## config.mk

```make
export PLATFORM = sky130hd
export DESIGN_NAME = fetch_queue
export DESIGN_NICKNAME = d
export VERILOG_FILES = /design/src/rtl/fetch_pkg.sv /design/src/rtl/fq_ptr_chk.sv /design/src/rtl/fq_ptr_ctrl.sv /design/src/rtl/fetch_queue.sv
export SDC_FILE = /design/constraint.sdc
export NUM_CORES = 1
export LEC_CHECK = 0
export CAP_MARGIN = 20
export CORE_MARGIN = 3
export CORE_UTILIZATION = 45
export CTS_BUF_LIST = sky130_fd_sc_hd__clkbuf_8
export CTS_CLUSTER_DIAMETER = 40
export DETAILED_ROUTE_END_ITERATION = 12
export PLACE_DENSITY = 0.71
export SYNTH_ARGS = -nofsm -noshare
export SYNTH_HDL_FRONTEND = slang
export SYNTH_HIERARCHICAL = 1
export SYNTH_SLANG_ARGS = --single-unit
```

## constraint.sdc

```tcl
create_clock -name clk -period 8.8 [get_ports clk]
set_clock_uncertainty 0.05 [all_clocks]
set_input_delay 1.76 -clock clk [delete_from_list [all_inputs] [get_ports clk]]
set_output_delay 1.76 -clock clk [all_outputs]
set_load 0.005 [all_outputs]
```

## src/rtl/fetch_pkg.sv

```systemverilog
// Shared types and constants for the decode-side fetch queue.
package fetch_pkg;

    localparam int XLEN = 64;
    localparam int ILEN = 32;

    // addi x0,x0,0 presented to decode whenever the queue is empty
    localparam logic [ILEN-1:0] NOP_INSTR = 32'h0000_0013;

    typedef struct packed {
        logic [XLEN-1:0] pc;
        logic [ILEN-1:0] instr;
    } fq_entry_t;

    function automatic logic [XLEN-1:0] pc_plus4(input logic [XLEN-1:0] pc);
        return pc + 64'd4;
    endfunction

endpackage

```

## src/rtl/fq_ptr_chk.sv

```systemverilog
// Consistency checks between the queue pointers and the occupancy count.
module fq_ptr_chk #(
    parameter int  DEPTH = 4,
    localparam int PW    = $clog2(DEPTH),
    localparam int CW    = PW + 1
) (
    input logic          clk,
    input logic          rst,
    input logic [PW-1:0] wr_ptr,
    input logic [PW-1:0] rd_ptr,
    input logic [CW-1:0] count
);

    a_count_bound: assert property (@(posedge clk) disable iff (!rst)
        count <= CW'(DEPTH));

    // At full the pointers coincide, matching count modulo DEPTH
    a_ptr_diff: assert property (@(posedge clk) disable iff (!rst)
        PW'(wr_ptr - rd_ptr) == count[PW-1:0]);

endmodule

```

## src/rtl/fq_ptr_ctrl.sv

```systemverilog
// Read/write pointers and occupancy for the fetch queue; flush wins over enq/deq.
module fq_ptr_ctrl #(
    parameter int  DEPTH = 4,
    localparam int PW    = $clog2(DEPTH),
    localparam int CW    = PW + 1
) (
    input  logic          clk,
    input  logic          rst,
    input  logic          valid_f,
    input  logic          ready_d,
    input  logic          flush,
    output logic          ready_f,
    output logic          valid_d,
    output logic          enq,
    output logic [PW-1:0] wr_ptr,
    output logic [PW-1:0] rd_ptr,
    output logic [CW-1:0] count
);

    logic [PW-1:0] wr_ptr_r;
    logic [PW-1:0] rd_ptr_r;
    logic [CW-1:0] count_r;
    logic          ready_f_s;
    logic          valid_d_s;
    logic          enq_s;
    logic          deq_s;

    // Handshake qualifiers derived from registered occupancy only
    always_comb begin
        ready_f_s = (count_r < CW'(DEPTH));
        valid_d_s = (count_r != {CW{1'b0}});
        enq_s     = valid_f & ready_f_s & ~flush;
        deq_s     = valid_d_s & ready_d & ~flush;
    end

    // Pointer and occupancy state
    always_ff @(posedge clk or negedge rst) begin
        if (!rst) begin
            wr_ptr_r <= {PW{1'b0}};
            rd_ptr_r <= {PW{1'b0}};
            count_r  <= {CW{1'b0}};
        end else if (flush) begin
            wr_ptr_r <= {PW{1'b0}};
            rd_ptr_r <= {PW{1'b0}};
            count_r  <= {CW{1'b0}};
        end else begin
            // DEPTH is a power of two, so the pointers wrap on their own
            if (enq_s) begin
                wr_ptr_r <= wr_ptr_r + PW'(1);
            end
            if (deq_s) begin
                rd_ptr_r <= rd_ptr_r + PW'(1);
            end
            case ({enq_s, deq_s})
                2'b10:   count_r <= count_r + CW'(1);
                2'b01:   count_r <= count_r - CW'(1);
                default: count_r <= count_r;
            endcase
        end
    end

    assign ready_f = ready_f_s;
    assign valid_d = valid_d_s;
    assign enq     = enq_s;
    assign wr_ptr  = wr_ptr_r;
    assign rd_ptr  = rd_ptr_r;
    assign count   = count_r;

endmodule

```

## src/rtl/fetch_queue.sv

```systemverilog
// Decode-side circular FIFO of fetched (PC, Instr) pairs with valid/ready handshake and flush.
module fetch_queue
    import fetch_pkg::*;
#(
    parameter int              DEPTH     = 4,
    parameter logic [ILEN-1:0] NOP_INSTR = fetch_pkg::NOP_INSTR
) (
    input  logic                       clk,
    input  logic                       rst,
    input  logic                       Valid_F,
    input  logic [XLEN-1:0]            PC_F,
    input  logic [ILEN-1:0]            Instr_F,
    output logic                       Ready_F,
    input  logic                       Flush,
    output logic                       Valid_D,
    input  logic                       Ready_D,
    output logic [XLEN-1:0]            PC_D,
    output logic [XLEN-1:0]            PCPlus4_D,
    output logic [ILEN-1:0]            Instr_D,
    output logic [$clog2(DEPTH):0]     Count
);

    localparam int PW = $clog2(DEPTH);

    fq_entry_t     mem_r [DEPTH];
    fq_entry_t     head_s;
    logic          enq_s;
    logic [PW-1:0] wr_ptr_s;
    logic [PW-1:0] rd_ptr_s;

    fq_ptr_ctrl #(.DEPTH(DEPTH)) u_ptr_ctrl (
        .clk     (clk),
        .rst     (rst),
        .valid_f (Valid_F),
        .ready_d (Ready_D),
        .flush   (Flush),
        .ready_f (Ready_F),
        .valid_d (Valid_D),
        .enq     (enq_s),
        .wr_ptr  (wr_ptr_s),
        .rd_ptr  (rd_ptr_s),
        .count   (Count)
    );

    fq_ptr_chk #(.DEPTH(DEPTH)) u_ptr_chk (
        .clk    (clk),
        .rst    (rst),
        .wr_ptr (wr_ptr_s),
        .rd_ptr (rd_ptr_s),
        .count  (Count)
    );

    // Entry storage; contents are don't-care until written, so no reset
    always_ff @(posedge clk) begin
        if (enq_s) begin
            mem_r[wr_ptr_s] <= '{pc: PC_F, instr: Instr_F};
        end
    end

    // Head presentation: stale storage is masked to 0 / NOP while empty
    always_comb begin
        head_s = mem_r[rd_ptr_s];
        if (Valid_D) begin
            PC_D    = head_s.pc;
            Instr_D = head_s.instr;
        end else begin
            PC_D    = {XLEN{1'b0}};
            Instr_D = NOP_INSTR;
        end
    end

    assign PCPlus4_D = pc_plus4(PC_D);

endmodule

```

# Yosys cells after proc, flatten, opt, wreduce, memory -nomap -nowiden
# Memory sizes are Yosys's and may differ from the RTL's.
# Cells that the tools add are included.
# totals
regBits	7
ramBits	384
inputBits	101
out_inout_bits	165
word_cells	31
memories	1
# classes
n_addsub	5
order_cmp	1
n_eq_ne	2
n_mux	10
bitwise	5
reduce_logical	4
# memory_table
memory	depth	width	rd	rd_clocked_by_memory_dff	wr	line_no	rtl
mem_r	4	96	1	0	1	fetch_queue.sv:25	fq_entry_t mem_r [DEPTH];
# ops
operator	n
adder 64 x 3 -> 64 bit, second input constant	1
two-way mux 64 bit	1
two-way mux 32 bit	1
two-way mux 2 bit	4
case mux 3 bit (2 select lines)	1
nonzero test 3 bit	2
adder 2 x 1 -> 2 bit, second input constant	2
AND 1 bit	4
nonzero test 2 bit	2
adder 3 x 1 -> 3 bit, second input constant	1
less-than comparator 3 bit, second input constant	1
two-way mux 3 bit	1
subtractor 3 x 1 -> 3 bit, second input constant	1
equality test 2 x 1 -> 1 bit, second input constant	1
equality test 2 bit, second input constant	1
two-way mux 1 bit	2
inverter 1 bit	1

# Logic depth before layout (Yosys ltp)
# Gate-level depths: netlist of run 1.
# depth
ltp_word	6
mapped_depth	19
depth_no_buf	10

# Hierarchy
# Netlist of run 1, hierarchy kept.
# modules_own_cells
module	instances	cells_each	area_each_um2	seq_area_each_um2
fetch_queue	1	878	16458.3	11531.1
fq_ptr_ctrl	1	46	462.9	175.2

# Least setup slack after synthesis of run 1
# Ideal clock, no wire load.
# synth_timing
path_type	input to register
from	input port Valid_F
to	memory mem_r[0][0] (netlist name) (enable)
setup_time_ps	688
arrival_time_ps	9213
required_time_ps	8062
path_slack_ps	-1151
path_stages	4
path_buffers	1
cell_sequence	nor2b_4 -> buf_6 -> nor2b_1 -> nor3b_1
# synth_via
elab_chain_len	4
# synth_rtl
item	line_no	rtl
from (decl)	fetch_queue.sv:10	input logic Valid_F,
AND 1 bit (2 in a row)	fq_ptr_ctrl.sv:32	enq_s = valid_f & ready_f_s & ~flush;
via enq_s	fetch_queue.sv:27	logic enq_s;
two-way mux 1 bit	fetch_queue.sv:55	if (enq_s) begin
two-way mux 1 bit (not written as such)	fetch_queue.sv:56	mem_r[wr_ptr_s] <= '{pc: PC_F, instr: Instr_F};
to (decl)	fetch_queue.sv:25	
# The timed path passes the listed nets, and every way through them passes these cells.

# Final worst setup path of run 1
# layout_timing
from	register u_ptr_ctrl.rd_ptr_r[0], in the netlist u_ptr_ctrl/rd_ptr[0]
to	output port PCPlus4_D[52]
# layout_via
elab_chain_len	3
# layout_rtl
item	line_no	rtl
from (decl)	fq_ptr_ctrl.sv:21	logic [PW-1:0] rd_ptr_r;
from (signal assigned)	fq_ptr_ctrl.sv:40	rd_ptr_r <= {PW{1'b0}};
from (signal assigned)	fq_ptr_ctrl.sv:44	rd_ptr_r <= {PW{1'b0}};
from (signal assigned)	fq_ptr_ctrl.sv:52	rd_ptr_r <= rd_ptr_r + PW'(1);
memory (4 x 96 bit)	--	
two-way mux 64 bit	fetch_queue.sv:63	if (Valid_D) begin
adder 64 x 3 -> 64 bit	fetch_pkg.sv:16	return pc + 64'd4;
to (decl)	fetch_queue.sv:18	output logic [XLEN-1:0] PCPlus4_D,
# No other way between the ends.

==> flow_metrics.py, run 1 <==
metrics = {
    "critical_path": {
        "crit_chain": "buf_4 -> mux4_1 -> nand2_1 -> nor2_2 -> nand4b_2 -> nor4_1 -> xor2_1 -> clkdlybuf4s50_1",
        "cp-end-kind": "primary output",
        "startpoint_type": "flip-flop",
        "cp_top_family": "simple AND/OR/NAND/NOR gates",
        "critical-path-max-stage-delay_ps": 1020,
        "slowest_stage": "dfrtp_4",
        "r2r_start": "u_ptr_ctrl/count[2]$_DFFE_PN0P_",
        "worst-setup-path-type": "reg -> out",
        "arrival_ps": 5290,
        "crit_start": "u_ptr_ctrl/rd_ptr[0]$_DFFE_PN0P_",
        "critical_path_buf_inv_count": 2,
        "cp_max_fo": 47,
        "required_ps": 6990,
    },
    "synthesis": {
        "ys_warn_count": 6,
        "syn_avg_cell_area_um2": 18.3,
        "ys_top_cells_by_area": "edfxtp_1 68%, mux4_2 8.3%, mux4_1 4.0%, and2_1 2.8%, xor2_1 1.7%",
        "synth_edf_count": 384,
        "synth_cell_types": 62,
        "synthFlopType": "edfxtp_1",
        "synth_seq_cells": 391,
        "syn_inst": 924,
        "async_flop_share_pct": 1.79,
        "synth_nets": 1027,
        "syn_area_um2": 16900,
        "yosys.area.top_type_share_pct": 68.1,
        "yosysSeqAreaShare_pct": 69.2,
        "yosysTopAreaCell": "edfxtp_1",
    },
    "cts": {
        "postCtsSetupRepairBufs": 0,
        "cts_buffers": 68,
        "cts_tree": "done",
        "hold_buffers": 0,
        "clkSlewWorstSetupHoldPaths_ps": 60,
        "clock_path_buffers": 3,
        "cts-resized-gates": 0,
        "cts_root_buffer": "clkbuf_8",
        "clock_latency_ps": 550,
        "numClockSinks": 391,
        "cts.htree.levels": 3,
    },
    "sta": {
        "final-hold-violation-count": 0,
        "tns_ps": 0,
        "finalCritPeriodShare_pct": 80.7,
        "setup_violations": 0,
        "rsz0062_at_grt": "false",
        "worst_slew_pin_slew_ps": 912,
        "setup_ws_ps": 1700,
        "drv_slew": 0,
        "fmax_mhz": 141,
        "slew_headroom_pct": 39.2,
        "period_needed_ps": 7100,
    },
    "power": {
        "p_comb_share_pct": 30.3,
        "power_density_nw_per_um2": 258,
        "ir_drop_mv": 0.151,
        "sw_frac_of_total_pct": 27.6,
        "intPower_mw": 3.98,
        "power.switching_mw": 1.52,
        "leakagePower_nw": 6.98,
        "pwr-share-seq_pct": 40.4,
        "clkPwrFrac_pct": 29.3,
    },
    "cells_and_area": {
        "final_util_pct": 57.6,
        "n_fill_cell": 2858,
        "instances_no_fill": 1773,
        "nets": 1322,
        "area.growth.synth_to_final_pct": 25.6,
        "drive_gt1_share_pct": 15.1,
    },
    "route": {
        "vias": 9621,
        "first_pass_iters": 5,
        "wl_per_cell_um": 22.0,
        "drc": 0,
        "drt-initial-drc-count": 572,
        "routed_wirelength_um": 39000,
        "viasPerCell": 5.43,
        "drtAntennaViolNets": 0,
    },
    "place": {
        "gp_congestion": 0.867,
        "pre_cts_slack_ps": 2270,
        "post-place-cells": 1651,
        "io_buffer_count": 265,
        "dp_hpwl_um": 25400,
    },
    "flow_run": {
        "drv_cap": 0,
    },
    "floorplan": {
        "fp.dieH_um": 200,
        "dieArea_um2": 40000,
        "std_cell_rows": 70,
        "initial_utilization_pct": 45.9,
        "io-pin-count": 266,
        "die_w_um": 200,
        "core_area_um2": 36900,
    },
    "global_route": {
        "grt_antenna_before_repair": 8,
        "grt_max_degree": 61,
        "grt_pass1_vias": 9874,
        "grt_pass1_wl_um": 58700,
        "grt_use_total_pct": 19.5,
        "grt_overflow_total": 0,
    },
    "min_path": {
        "worstHoldStart": "u_ptr_ctrl/count[1]$_DFFE_PN0P_",
        "min_path_type": "reg -> reg",
    },
    "run_status": {
        "status": "completed",
    },
}
-- cells by family (layout without fill, tap and decap cells) --
kind of cell,after synthesis,count (layout),synth area share (%)
muxes,108,108,13.5
buffers and inverters,69,412,2.78
adders and majority gates,2,2,0.192
AOI/OAI and AO/OA,22,22,1.21
xor gates and xnor gates,64,64,3.36
and+or+nand+nor,268,268,9.80
DFF,391,391,69.2
other,0,2,0
-- cell usage in the layout (no fill, tap or decap), drive strengths merged, types with 3 or more instances in the layout --
master and count:
o22ai 8, bufinv 6, or4 3, clkinv 21
nand2b 5, nand2 37, inv 35, mux2i 20
nand3 28, clkdlybuf4s50 265, nand4 23, and4 5
xor2 32, and2 77, buf 11, dfrtp 7
nor4 31, xnor2 32, edfxtp 384, clkbuf 72
and3 10, mux4 88, nor3 15, o21ai 3
or3 3, nor2 22
-- metrics by stage --
| step | hold slack (ps) | instance area [um2] | power, mW |
|---|---|---|---|
| floorplan | 501 | 16900 | 3.10 |
| global placement | 614 | 19900 | 3.93 |
| detailed placement | 631 | 19900 | 3.94 |
| CTS | 640 | 21200 | 5.57 |
| global route | 665 | 21300 | 5.77 |
| finish | 627 | 21300 | 5.49 |
-- worst min-delay path: stages (launching register included) --
cell and delay, ps:
dfrtp_1 460, nand2_1 110, a221oi_2 60
-- sequential cells by signal, indices dropped and copies added, names as in the netlist --
signal             cells
mem_r                384
u_ptr_ctrl/count       3
u_ptr_ctrl/rd_ptr      2
u_ptr_ctrl/wr_ptr      2
-- routing by layer --
layer | share of wire [%] | wire (um) | global-route usage, %
met3 | 9.3 | 3630 | 6.63
met4 | 3.0 | 1180 | 7.44
met5 | 0.25 | 98 | 0
met2 | 47 | 18200 | 30.5
met1 | 41 | 15900 | 25.4
-- synthesized netlist by cell type, types with 5 or more instances --
cell	instances
mux4_2	62
xnor2_1	31
nand4_1	20
nand3_1	28
nor2_1	21
buf_6	7
mux2i_1	20
mux4_1	26
nand2b_1	5
buf_4	5
xor2_1	32
inv_1	17
dfrtp_1	7
and2_1	75
edfxtp_1	384
nor3_1	15
buf_2	8
and3_1	10
nor4_4	5
clkbuf_1	17
and4_1	5
nor4_1	22
nand2_1	36
-- final timing paths --
kind                                                     to  slack, ps  cells past startpoint
max                                           PCPlus4_D[52]       1700                      8
min                         u_ptr_ctrl/count[1]$_DFFE_PN0P_        630                      2
max reg2reg                          mem_r[2][66]$_DFFE_PP_       5700                      4
min reg2reg                 u_ptr_ctrl/count[1]$_DFFE_PN0P_        630                      2
max in group asynchronous  u_ptr_ctrl/rd_ptr[1]$_DFFE_PN0P_       7010                      1
min in group asynchronous  u_ptr_ctrl/rd_ptr[0]$_DFFE_PN0P_       1420                      1
-- power groups by stage --
stage | Clock [mW] | Combinational (mW) | Sequential [mW]
detailed placement | 0 | 1.68 | 2.26
global route | 1.75 | 1.79 | 2.24
global placement | 0 | 1.67 | 2.26
finish | 1.61 | 1.66 | 2.22
floorplan | 0 | 0.891 | 2.21
CTS | 1.66 | 1.68 | 2.22
-- final cells by class --
| class | instances | area (um2) | share of cell area [%] |
|---|---|---|---|
| tap | 504 | 631 | 2.97 |
| timing repair buffer | 277 | 2740 | 12.9 |
| multi-input combinational | 464 | 4780 | 22.5 |
| clock buffer | 71 | 977 | 4.60 |
| clock inverter | 47 | 349 | 1.64 |
| inverter | 17 | 63.8 | 0.300 |
| sequential | 391 | 11700 | 55.1 |
| antenna | 2 | 5.00 | 0.0235 |
(Power assumes the default switching activity.)
==> run 2, diff against run 1 <==
- clock period: 8.8 -> 5.7 ns (I/O delays scaled with it)
==> run 2 against run 1 <==
Effect of this change: core utilization up 0.60 points; final cell count is 1.3% higher; global-route usage up 0.14 points; final area up 1.0%; die area unchanged; register-to-register slack lost 2600 ps; count of clock-buffer cells in the layout increased by 1; total power is 53% higher; critical path type unchanged; largest cell class unchanged; largest power group unchanged; highest routed layer unchanged.
==> flow_metrics.py, run 2 (synthesis gave the netlist of run 1 again) <==
metrics = {
    "route": {
        "viasPerCell": 5.37,
        "routed_wirelength_um": 39600,
        "wl_per_cell_um": 22.1,
        "first_pass_iters": 5,
        "drtAntennaViolNets": 0,
        "drt-initial-drc-count": 723,
        "drc": 0,
        "vias": 9653,
    },
    "sta": {
        "setup_violations": 0,
        "period_needed_ps": 5500,
        "finalCritPeriodShare_pct": 96.5,
        "worst_slew_pin_slew_ps": 809,
        "final-hold-violation-count": 0,
        "holdWs_ps": 618,
        "tns_ps": 0,
        "fmax_mhz": 182,
        "rsz0062_at_grt": "false",
        "slew_headroom_pct": 46.1,
        "drv_slew": 0,
    },
    "run_status": {
        "status": "completed",
    },
    "global_route": {
        "met2_usage_pct": 32.5,
        "grt_antenna_before_repair": 4,
        "grt_max_degree": 63,
        "grt_pass1_wl_um": 59200,
        "grt_pass1_vias": 10100,
        "grt_use_total_pct": 19.6,
        "use_met1_pct": 25.5,
        "grt_overflow_total": 0,
        "busiest_layer": "met2",
        "use_met3_pct": 5.57,
    },
    "power": {
        "ir_drop_mv": 0.237,
        "power_density_nw_per_um2": 392,
        "leakagePower_nw": 7.12,
        "total_power_mw": 8.42,
    },
    "critical_path": {
        "worst-setup-path-type": "reg -> out",
        "cp_max_fo": 39,
        "startpoint_type": "flip-flop",
        "cp-end-kind": "primary output",
        "required_ps": 4510,
        "arrival_ps": 4310,
    },
    "cts": {
        "clock_latency_ps": 550,
        "cts.htree.levels": 3,
        "numClockSinks": 391,
        "cts_tree": "done",
        "cts_root_buffer": "clkbuf_8",
        "clock_path_buffers": 3,
        "cts_buffers": 69,
        "clkSlewWorstSetupHoldPaths_ps": 50,
    },
    "cells_and_area": {
        "area.growth.synth_to_final_pct": 26.9,
        "nets": 1347,
        "fin_area_um2": 21500,
        "final_common_cell": "edfxtp_1",
        "largest_reg_flops": 384,
        "reg.largest.list": "mem_r (384), u_ptr_ctrl/count (3)",
        "top_register": "mem_r",
        "mostFrequentLayoutCells": "384 x edfxtp_1, 264 x clkdlybuf4s50_1, 75 x and2_1",
        "diodes": 0,
        "drive_gt1_share_pct": 17.8,
    },
    "place": {
        "gp_congestion": 0.853,
        "io_buffer_count": 265,
        "dp_hpwl_um": 25700,
        "place_area_um2": 20000,
    },
    "floorplan": {
        "fp.dieH_um": 200,
        "core_area_um2": 36900,
        "dieArea_um2": 40000,
        "initial_utilization_pct": 45.9,
        "std_cell_rows": 70,
        "io-pin-count": 266,
        "die_w_um": 200,
    },
    "flow_run": {
        "drv_cap": 0,
    },
    "min_path": {
        "min_path_type": "reg -> reg",
    },
}
-- run 2: cell count changes in the layout (fill, tap and decap cells not counted), moves of 3 or more --
cell / change
nor4_1: -3
buf_4: +19
clkinv_2: +3
nor4_2: +3
clkinv_1: -12
inv_1: +7
buf_12: +3
bufinv_16: -3
clkinvlp_4: +3
-- run 2: area by class of cell --
class	instances	area, um2
fill	2833	15400
timing repair buffer	300	2960
sequential	391	11700
clock buffer	72	991
inverter	17	63.8
clock inverter	47	295
tap	504	631
multi-input combinational	465	4820
-- run 2: critical path, stage by stage, from the launching register on --
cell and delay, ps:
dfrtp_4 560, buf_4 520, mux4_1 400, nand3_1 170, nor4_1 480, nand4_1 400, nor4_2 470, xor2_1 180
clkdlybuf4s50_1 530
-- run 2: stage by stage --
step	setup slack, ps	utilization, %	cells
3_3_place_gp	570	54.3	1662
3_5_place_dp	488	54.3	1662
6_report	199	58.3	1796
5_1_grt	24.1	58.3	1796
4_1_cts	0.389	58.0	1786
2_1_floorplan	565	-	924
-- run 2: metal layers --
layer  vias to the layer above  routed length [um]
met5                         -                  56
met4                         8                 696
met3                        65                3320
met2                       418               19700
met1                      4814               15900
li1                       4348                   -
-- run 2: report_power, final --
part	internal [mW]	leakage, nW	switching [mW]
Combinational	1.45	2.82	1.21
Sequential	3.31	3.57	0.0527
Clock	1.31	0.736	1.08
-- run 2: repair_timing --
item	4_1_cts	5_1_grt
hold buffers	0	0
buffers inserted	5	9
setup endpoints to repair	4	26
pin swaps	1	1
resized for setup	7	7
gates cloned	0	1
-- run 2: final timing paths --
path                                                          to  depth (start not counted)  slack (ps)                        startpoint
max in group asynchronous        u_ptr_ctrl/count[2]$_DFFE_PN0P_                          1        4440                               rst
worst min-delay path             u_ptr_ctrl/count[1]$_DFFE_PN0P_                          2         620   u_ptr_ctrl/count[1]$_DFFE_PN0P_
worst max-delay path                               PCPlus4_D[63]                          8         200  u_ptr_ctrl/rd_ptr[1]$_DFFE_PN0P_
min in group asynchronous       u_ptr_ctrl/rd_ptr[1]$_DFFE_PN0P_                          1         830                               rst
worst min register to register   u_ptr_ctrl/count[1]$_DFFE_PN0P_                          2         620   u_ptr_ctrl/count[1]$_DFFE_PN0P_
worst max register to register            mem_r[3][94]$_DFFE_PP_                          4        3130   u_ptr_ctrl/count[2]$_DFFE_PN0P_
==> RTL edit: new RTL, settings of run 2 <==
Reset style: synchronous (`rst`), changed in one clocked block.
--- a/src/rtl/fq_ptr_ctrl.sv
+++ b/src/rtl/fq_ptr_ctrl.sv
@@ -35,5 +35,5 @@
 
     // Pointer and occupancy state
-    always_ff @(posedge clk or negedge rst) begin
+    always_ff @(posedge clk) begin
         if (!rst) begin
             wr_ptr_r <= {PW{1'b0}};
Behaviour: differs if rst is asserted again (counterexample within 4 cycles, from zero or initial values and one cycle with rst low); with rst held inactive, the same outputs for 4 cycles.
==> RTL edit against run 2 <==
- sequential share of layout area is 0.64 points higher
- maximum frequency rose by 1.7%
- routed wire length decreased by 2.3%
- sequential cell count stayed put
- utilization down 0.58 points
- setup slack gained 0.094 ns
- critical endpoint is now PCPlus4_D[54]
- global-route usage is 0.36 points lower
- synthesized area fell by 0.69%
- final area is 1.5% lower
Power is not compared: it rests on default switching activity, and its combinational part moved more than twofold at a synthesized area within 25%.
==> RTL edit: results (changes against run 2) <==
status=finished clean; arrival time at the worst endpoint=4.22 ns (-0.09 ns); RR Endpoint=mem_r[2][26]; Critical Path Sink=PCPlus4_D[54]; 1st-iter DRT viols=715 (-1.1%); CTS Buf Count=67 (-2.9%); post-synthesis compound-gate area fraction=0.968% (-0.24 points); wire length on met2=19.0 mm (-3.5%); Slew @ Worst Pin=1.02 ns (+0.210 ns); share of cells above drive strength 1=15.6% (-2.2 points); reg2reg setup slack=3.38 ns (+0.25 ns); first-pass GRT wire length=57.9 mm (-2.1%); Gate Count Post-Synth=917 (-0.76%); CP Launch Point=u_ptr_ctrl/rd_ptr[0]; Hold Path Sink=u_ptr_ctrl/count[1]; syn nets=1,021 (-0.58%); initial antenna violation count=6 (+2); Largest stage delay, worst path=0.72 ns (+0.16 ns); Synth Area in XOR/XNOR=3.39% (+0.031 points); gp weighted congestion=0.886 (+3.8%); path depth of the worst reg2reg path=5 (+1); Avg Vias per Cell=5.48 (+1.9%); GR met3 Demand/Resource=5.85% (+0.28 points); fin crit period=5.41 ns (-0.0939 ns); wl on met1=15.4 mm (-3.0%); largest net degree at the start of global routing=71 (+13%); WL met3=3.37 mm (+1.5%); routing usage on met2=31.6% (-0.93 points); count of different cell masters after synthesis=57 (-8.1%); dpl hpwl=25.0 mm (-2.7%); CTS resizes=0 (-7); commonest cells in the netlist=edfxtp_1, and2_1, mux4_2, xor2_1, nand2_1; Adder-Cell Fraction of Synth Area=0.268% (+0.076 points); Crit Path Max Fanout=17 (-56%); Hold Startpoint=u_ptr_ctrl/count[1]
RTL edit: cell count changes after synthesis, moves of 2 or more:
| cell | run 2 | this run |
|---|---|---|
| a211oi_1 | 2 | 0 |
| buf_4 | 5 | 3 |
| dfrtp_1 | 7 | 0 |
| dfxtp_1 | 0 | 7 |
| inv_1 | 17 | 20 |
| inv_2 | 0 | 2 |
| mux2i_1 | 20 | 18 |
| nand2_1 | 36 | 33 |
| nor2_1 | 21 | 24 |
| xor2_1 | 32 | 34 |
RTL edit: cell type report:
class / instances / area, µm²
Inverter: 22 / 82.6
Tap cell: 468 / 586
Fill cell: 2767 / 15500
Sequential cell: 391 / 11700
Multi-Input combinational cell: 456 / 4720
Timing Repair Buffer: 284 / 2870
Clock buffer: 71 / 977
Clock inverter: 47 / 243
Antenna cell: 2 / 5.00
RTL edit: kinds of logic after synthesis:
logic type,count (synthesis)
compound gates,17
buf+inv,70
flops,391
simple gates,265
fa+ha+maj,3
mux,106
xor+xnor,65
